===== src/rtl/mul3_pkg.sv =====
// Shared types and constants for the multiply-by-3 reconstruction block.
// Holds the FSM state type, the default operand width and the counter-width helper.
package mul3_pkg;

  localparam int unsigned MUL3_WIDTH = 16;

  typedef enum logic [1:0] {
    IDLE = 2'd0,
    RUN  = 2'd1,
    DONE = 2'd2
  } mul3_state_t;

  // Bit counter must index result bits 0..width+1.
  function automatic int unsigned mul3_cnt_width(input int unsigned width);
    return $clog2(width + 2);
  endfunction

endpackage


===== src/rtl/mul3_bitslice.sv =====
// One bit of the serial 3*q + r sum: adds q[k], q[k-1], r[k] and a 2-bit carry.
// The sum never exceeds 5, so a 2-bit carry-out is always sufficient.
module mul3_bitslice (
  input  logic       q_k,
  input  logic       q_km1,
  input  logic       r_k,
  input  logic [1:0] carry_in,
  output logic       sum_bit,
  output logic [1:0] carry_out
);

  logic [2:0] s;

  always_comb begin
    s         = {2'b00, q_k} + {2'b00, q_km1} + {2'b00, r_k} + {1'b0, carry_in};
    sum_bit   = s[0];
    carry_out = s[2:1];
  end

endmodule


===== src/rtl/mul_by_3_seq.sv =====
// Bit-serial reconstruction of a = 3*q + r (inverse of div_by_3), one bit per cycle.
// Optional macro MUL3_REM_CHECK_EN flags an illegal remainder r == 3 on err.
module mul_by_3_seq
  import mul3_pkg::*;
#(
  parameter int unsigned WIDTH = MUL3_WIDTH
) (
  input  logic             clk,
  input  logic             rst,
  input  logic             in_valid,
  output logic             in_ready,
  input  logic [WIDTH-1:0] q,
  input  logic [1:0]       r,
  output logic             out_valid,
  input  logic             out_ready,
  output logic [WIDTH-1:0] p,
  output logic             ovf,
  output logic             err
);

  localparam int unsigned CW = mul3_cnt_width(WIDTH);
  localparam int unsigned RW = WIDTH + 2;
  localparam logic [CW-1:0] K_LAST = CW'(WIDTH + 1);

  mul3_state_t      state;
  mul3_state_t      state_nxt;

  logic [WIDTH-1:0] q_reg;
  logic [1:0]       r_reg;
  logic [CW-1:0]    k;
  logic [1:0]       carry;
  logic [RW-1:0]    result;

  logic             accept;
  logic             release_out;
  logic             last_bit;

  logic [WIDTH+2:0] q_ext;
  logic [1:0]       q_pair;
  logic             q_k;
  logic             q_km1;
  logic             r_k;
  logic             sum_bit;
  logic [1:0]       carry_nxt;

  assign in_ready    = (state == IDLE) && !rst;
  assign out_valid   = (state == DONE);
  assign accept      = in_valid && in_ready;
  assign release_out = out_valid && out_ready;
  assign last_bit    = (k == K_LAST);

  always_ff @(posedge clk or posedge rst) begin
    if (rst) state <= IDLE;
    else     state <= state_nxt;
  end

  always_comb begin
    state_nxt = state;
    unique case (state)
      IDLE:    if (accept)      state_nxt = RUN;
      RUN:     if (last_bit)    state_nxt = DONE;
      DONE:    if (release_out) state_nxt = IDLE;
      default:                  state_nxt = IDLE;
    endcase
  end

  // q padded with a zero below (q[-1]) and two zeros above (q[WIDTH], q[WIDTH+1]);
  // shifting by k leaves q[k-1] in bit 0 and q[k] in bit 1.
  always_comb begin
    q_ext  = {2'b00, q_reg, 1'b0};
    q_pair = 2'(q_ext >> k);
    q_k    = q_pair[1];
    q_km1  = q_pair[0];
    r_k    = 1'b0;
    if (k == '0)            r_k = r_reg[0];
    else if (k == CW'(1))   r_k = r_reg[1];
  end

  mul3_bitslice u_bitslice (
    .q_k       (q_k),
    .q_km1     (q_km1),
    .r_k       (r_k),
    .carry_in  (carry),
    .sum_bit   (sum_bit),
    .carry_out (carry_nxt)
  );

  always_ff @(posedge clk or posedge rst) begin
    if (rst) begin
      q_reg  <= '0;
      r_reg  <= '0;
      k      <= '0;
      carry  <= '0;
      result <= '0;
    end else begin
      if (accept) begin
        q_reg  <= q;
        r_reg  <= r;
        k      <= '0;
        carry  <= '0;
        result <= '0;
      end else if (state == RUN) begin
        result <= result | (RW'(sum_bit) << k);
        carry  <= carry_nxt;
        k      <= k + CW'(1);
      end
    end
  end

  assign p   = out_valid ? result[WIDTH-1:0] : '0;
  assign ovf = out_valid && (|result[RW-1:WIDTH]);

`ifdef MUL3_REM_CHECK_EN
  assign err = out_valid && (r_reg == 2'd3);
`else
  assign err = 1'b0;
`endif

endmodule


===== config.mk =====
export PLATFORM = sky130hd
export DESIGN_NAME = mul_by_3_seq
export DESIGN_NICKNAME = d
export VERILOG_FILES = /design/src/rtl/mul3_pkg.sv /design/src/rtl/mul3_bitslice.sv /design/src/rtl/mul_by_3_seq.sv
export SDC_FILE = /design/constraint.sdc
export NUM_CORES = 1
export LEC_CHECK = 0
export BUFFER_PORTS_ARGS = -buffer_cell sky130_fd_sc_hd__clkbuf_2
export CAP_MARGIN = 0
export CORE_ASPECT_RATIO = 2
export CORE_MARGIN = 3
export CORE_UTILIZATION = 42
export DETAILED_ROUTE_END_ITERATION = 16
export PLACE_DENSITY = 0.65
export SLEW_MARGIN = 25
export SYNTH_ARGS = -nofsm -noshare
export SYNTH_HDL_FRONTEND = slang
export SYNTH_SLANG_ARGS = --single-unit

===== constraint.sdc =====
create_clock -name clk -period 5.8 [get_ports clk]
set_clock_uncertainty 0.2 [all_clocks]
set_input_delay 1.74 -clock clk [delete_from_list [all_inputs] [get_ports clk]]
set_output_delay 1.74 -clock clk [all_outputs]
set_load 0.05 [all_outputs]

==> impl_summary.txt <==
----------------------------------------------------
[Critical path]
  Cells on worst reg2reg path ... 10
  Data arrival time of the critical path ... 2.25 ns
  Critical path peak fanout ... 2
  Critical path's slowest cell ... clkbuf_2
  Reg-to-reg critical path endpoint ... result[17]$_DFFE_PP0P_
  Internal reg-to-reg setup slack ... 2.10 ns
  Crit path cell chain ... clkbuf_2 > nor3_2 > clkbuf_2
  Worst EP required ... 3.86 ns
  Largest stage delay on the critical path ... 0.30 ns
  Family with the most delay on the worst path ... buffers and inverters
  Path type of the worst setup path ... in2out
  Reg-to-reg startpoint ... k[2]$_DFFE_PP0P_
  Capturing element type of the critical path ... output pin
  Number of buffer and inverter stages on the critical path ... 2
  Cell type with the highest occurrence count on the critical path ... clkbuf_2
  Startpoint class of the critical path ... primary input

[Global route]
  Total routing usage reported by global routing ... 0.165
  Remaining Overflow, GRT ... 0
  Most used routing layer in global routing ... met2
  Largest net degree at the start of global routing ... 46
  Number of antenna violations at the first check in global routing ... 0
  Global Route met1 Usage ... 0.193
  Vias in the first global route ... 1,713
  Wire length of the first global-routing pass ... 8450 µm
  GR Util met3 ... 0.0328
  GR Layer Usage met2 ... 0.278

[Drt]
  Detailed-route via count ... between 1,500 and 2,000
  Vias/cell ... 5.38
  Drt wl/cell ... 15.7 µm
  Number of antenna-violating nets in the routed design ... 0
  Routed Wire Length ... 4930 µm
  Iteration-0 DRC count of the detailed router ... 39
  Drt drc ... 0
  First drt pass iteration count ... 4

[Power and ir drop]
  PnR Total Power ... ~1.5 mW
  Static leakage ... 1.28 nW
  IR Drop Worst-Case VDD ... 0.317 mV
  Pwr dens ... 575 nW/µm²

[Clock network]
  Clock root buffer ... clkbuf_8
  CTS HTree Levels ... 2
  Setup Fix Bufs, Post-CTS ... 0
  Maximum count of clock buffers along a single path ... 2
  Clock transition time at the flip-flop clock pins of the worst setup and hold paths ... 0.08 ns
  Insertion delay to the later sink of the worst-skew pair ... 0.31 ns
  CTS Hold Buffers Added ... 0
  TritonCTS clock tree ... done
  Post-cts repair resize count ... 0
  Clk sink count ... 45
  Clock buffers created by TritonCTS ... 5

[Die]
  Number of ports placed on the die boundary ... 42
  Count of standard-cell rows ... 38
  Height of the chip ... 113 µm
  Starting utilization of the core area ... 0.440
  Core area ... 5520 µm²
  Area of the die ... 6780 µm²
  Die outline width ... 59.7 µm

[Timing]
  Final hold violation count ... 0
  Number of failing setup endpoints in the final timing report ... 0
  F_max ... around 240 MHz
  Transition time at the pin with the least slew margin ... 0.850 ns
  Headroom to the max-slew limit ... 0.432
  Slew Viols, Final ... 0
  Post-layout min period ... ~4.2 ns
  Tcrit/Tclk final ... 0.722
  Unrepaired setup endpoints after global routing ... no
  Total negative slack for setup checks ... 0 ns

[Logic synthesis]
  Synth Warn # ... 0
  Synthesis-stage register bit count ... 45
  Most frequent cells after synthesis ... 45 x dfrtp_1, 30 x nor2_1, 18 x and2_1
  Number of flops mapped to enable cells by yosys ... 0
  Biggest area contributors in the synthesized netlist ... dfrtp_1 46%, mux2_2 7.9%, and2_1 4.6%
  Fraction of synthesis flops using an asynchronous set or reset pin ... 1.00
  Prevailing post-synth register cell ... dfrtp_1
  Post-Syn Area per Cell ... 11.0 µm²
  Summed instance area of the synthesized netlist ... 2430 µm²
  Nets in the synthesized netlist ... about 250
  Share of synthesized area occupied by flip-flops and latches ... 0.464
  Leading cell type by number of instances after synthesis ... dfrtp_1
  Post-synth top area share ... 0.464
  Cell type with the highest aggregate area in the netlist ... dfrtp_1
  Mapped Cells ... between 200 and 250
  Number of different library cells in the post-synthesis netlist ... 43

[Placed design]
  Detail Placement HPWL ... 3490 µm
  Final weighted congestion in routability-driven placement ... 0.776
  I/O Buffers ... 40
  Total cell area at the placement stage ... 2560 µm²
  Placed cells ... around 310

[Min path]
  End point of the worst hold path ... result[4]$_DFFE_PP0P_
  Depth of the worst hold-timing path ... 2
  Class of the tightest hold or removal check ... reg2reg
  Hold wc startpoint ... result[4]$_DFFE_PP0P_

[Finish]
  Largest register FFs ... 18
  Final net count ... 280
  Post-route standard cell area excluding fillers ... about 2700 µm²
  Fraction of layout cells with a size suffix above 1 ... 0.296
  Area overhead of the layout relative to synthesis ... 10.5%
  Layout Cells excl Fill ... 313
  Antenna Diode Count ... 0

[Run status]
  Outcome ... finished, final reports clean

[Flow run]
  Max-cap violations ... 0

----------------------------------------------------
[cells by family (layout without fill, tap and decap cells)]
logic type | after synthesis | count (layout) | synth area share
fa+ha+maj | 6 | 6 | 0.0371
other cells | 1 | 1 | 0.00155
xor+xnor | 3 | 3 | 0.0108
mux | 30 | 30 | 0.160
compound gates | 34 | 34 | 0.0877
simple gates | 75 | 75 | 0.161
buf+inv | 26 | 59 | 0.0768
flops | 45 | 45 | 0.464
[layout make-up]
type / count / area [µm²]
well taps: 60 / 75.1
clock inverters: 1 / 30.0
inverters: 9 / 33.8
multi-input cells: 149 / 1110
fillers: 565 / 2840
flip-flops and latches: 45 / 1130
clock buffers: 7 / 86.3
repair buffers: 42 / 215
[tightest hold or removal path: stages, from the launching register on]
cell,delay [ns]
dfrtp_1,0.35
a21oi_1,0.04
nor2_1,0.07
[power breakdown]
group	leakage (nW)	internal (mW)	switching, mW
logic	0.660	0.324	0.366
registers	0.564	0.456	0.149
clock network	0.0585	0.141	0.106
[metal layers]
layer,share of wire,wire (µm)
met5,0,0
met3,0.041,201
met4,0.028,137
met1,0.38,1860
met2,0.55,2730
[how the worst max path moves through the flow]
| stage | start | endpoint | slack [ns] | cells past startpoint |
|---|---|---|---|---|
| global placement | rst | in_ready | 1.62 | 3 |
| detailed placement | rst | in_ready | 1.61 | 3 |
| finish | rst | in_ready | 1.61 | 3 |
| CTS | rst | in_ready | 1.61 | 3 |
| floorplan | rst | in_ready | 1.49 | 1 |
| global route | rst | in_ready | 1.57 | 3 |
[metrics by stage]
stage	setup slack [ns]	utilization	hold slack, ns
2_1_floorplan	1.49	-	0.254
3_3_place_gp	1.62	0.465	0.268
3_5_place_dp	1.61	0.465	0.280
4_1_cts	1.61	0.486	0.299
5_1_grt	1.57	0.486	0.333
6_report	1.61	0.486	0.296
[cells in the final DEF (no fill, tap or decap), drive strengths merged, types with 7 or more instances in the layout]
cell type,Yosys,routed
mux2i,7,7
nor2,30,30
nand2,8,8
a21oi,16,16
inv,9,9
mux2,19,19
and2,19,19
a31oi,7,7
clkbuf,0,47
dfrtp,45,45
Note: power is estimated with default switching activity, not from simulation.
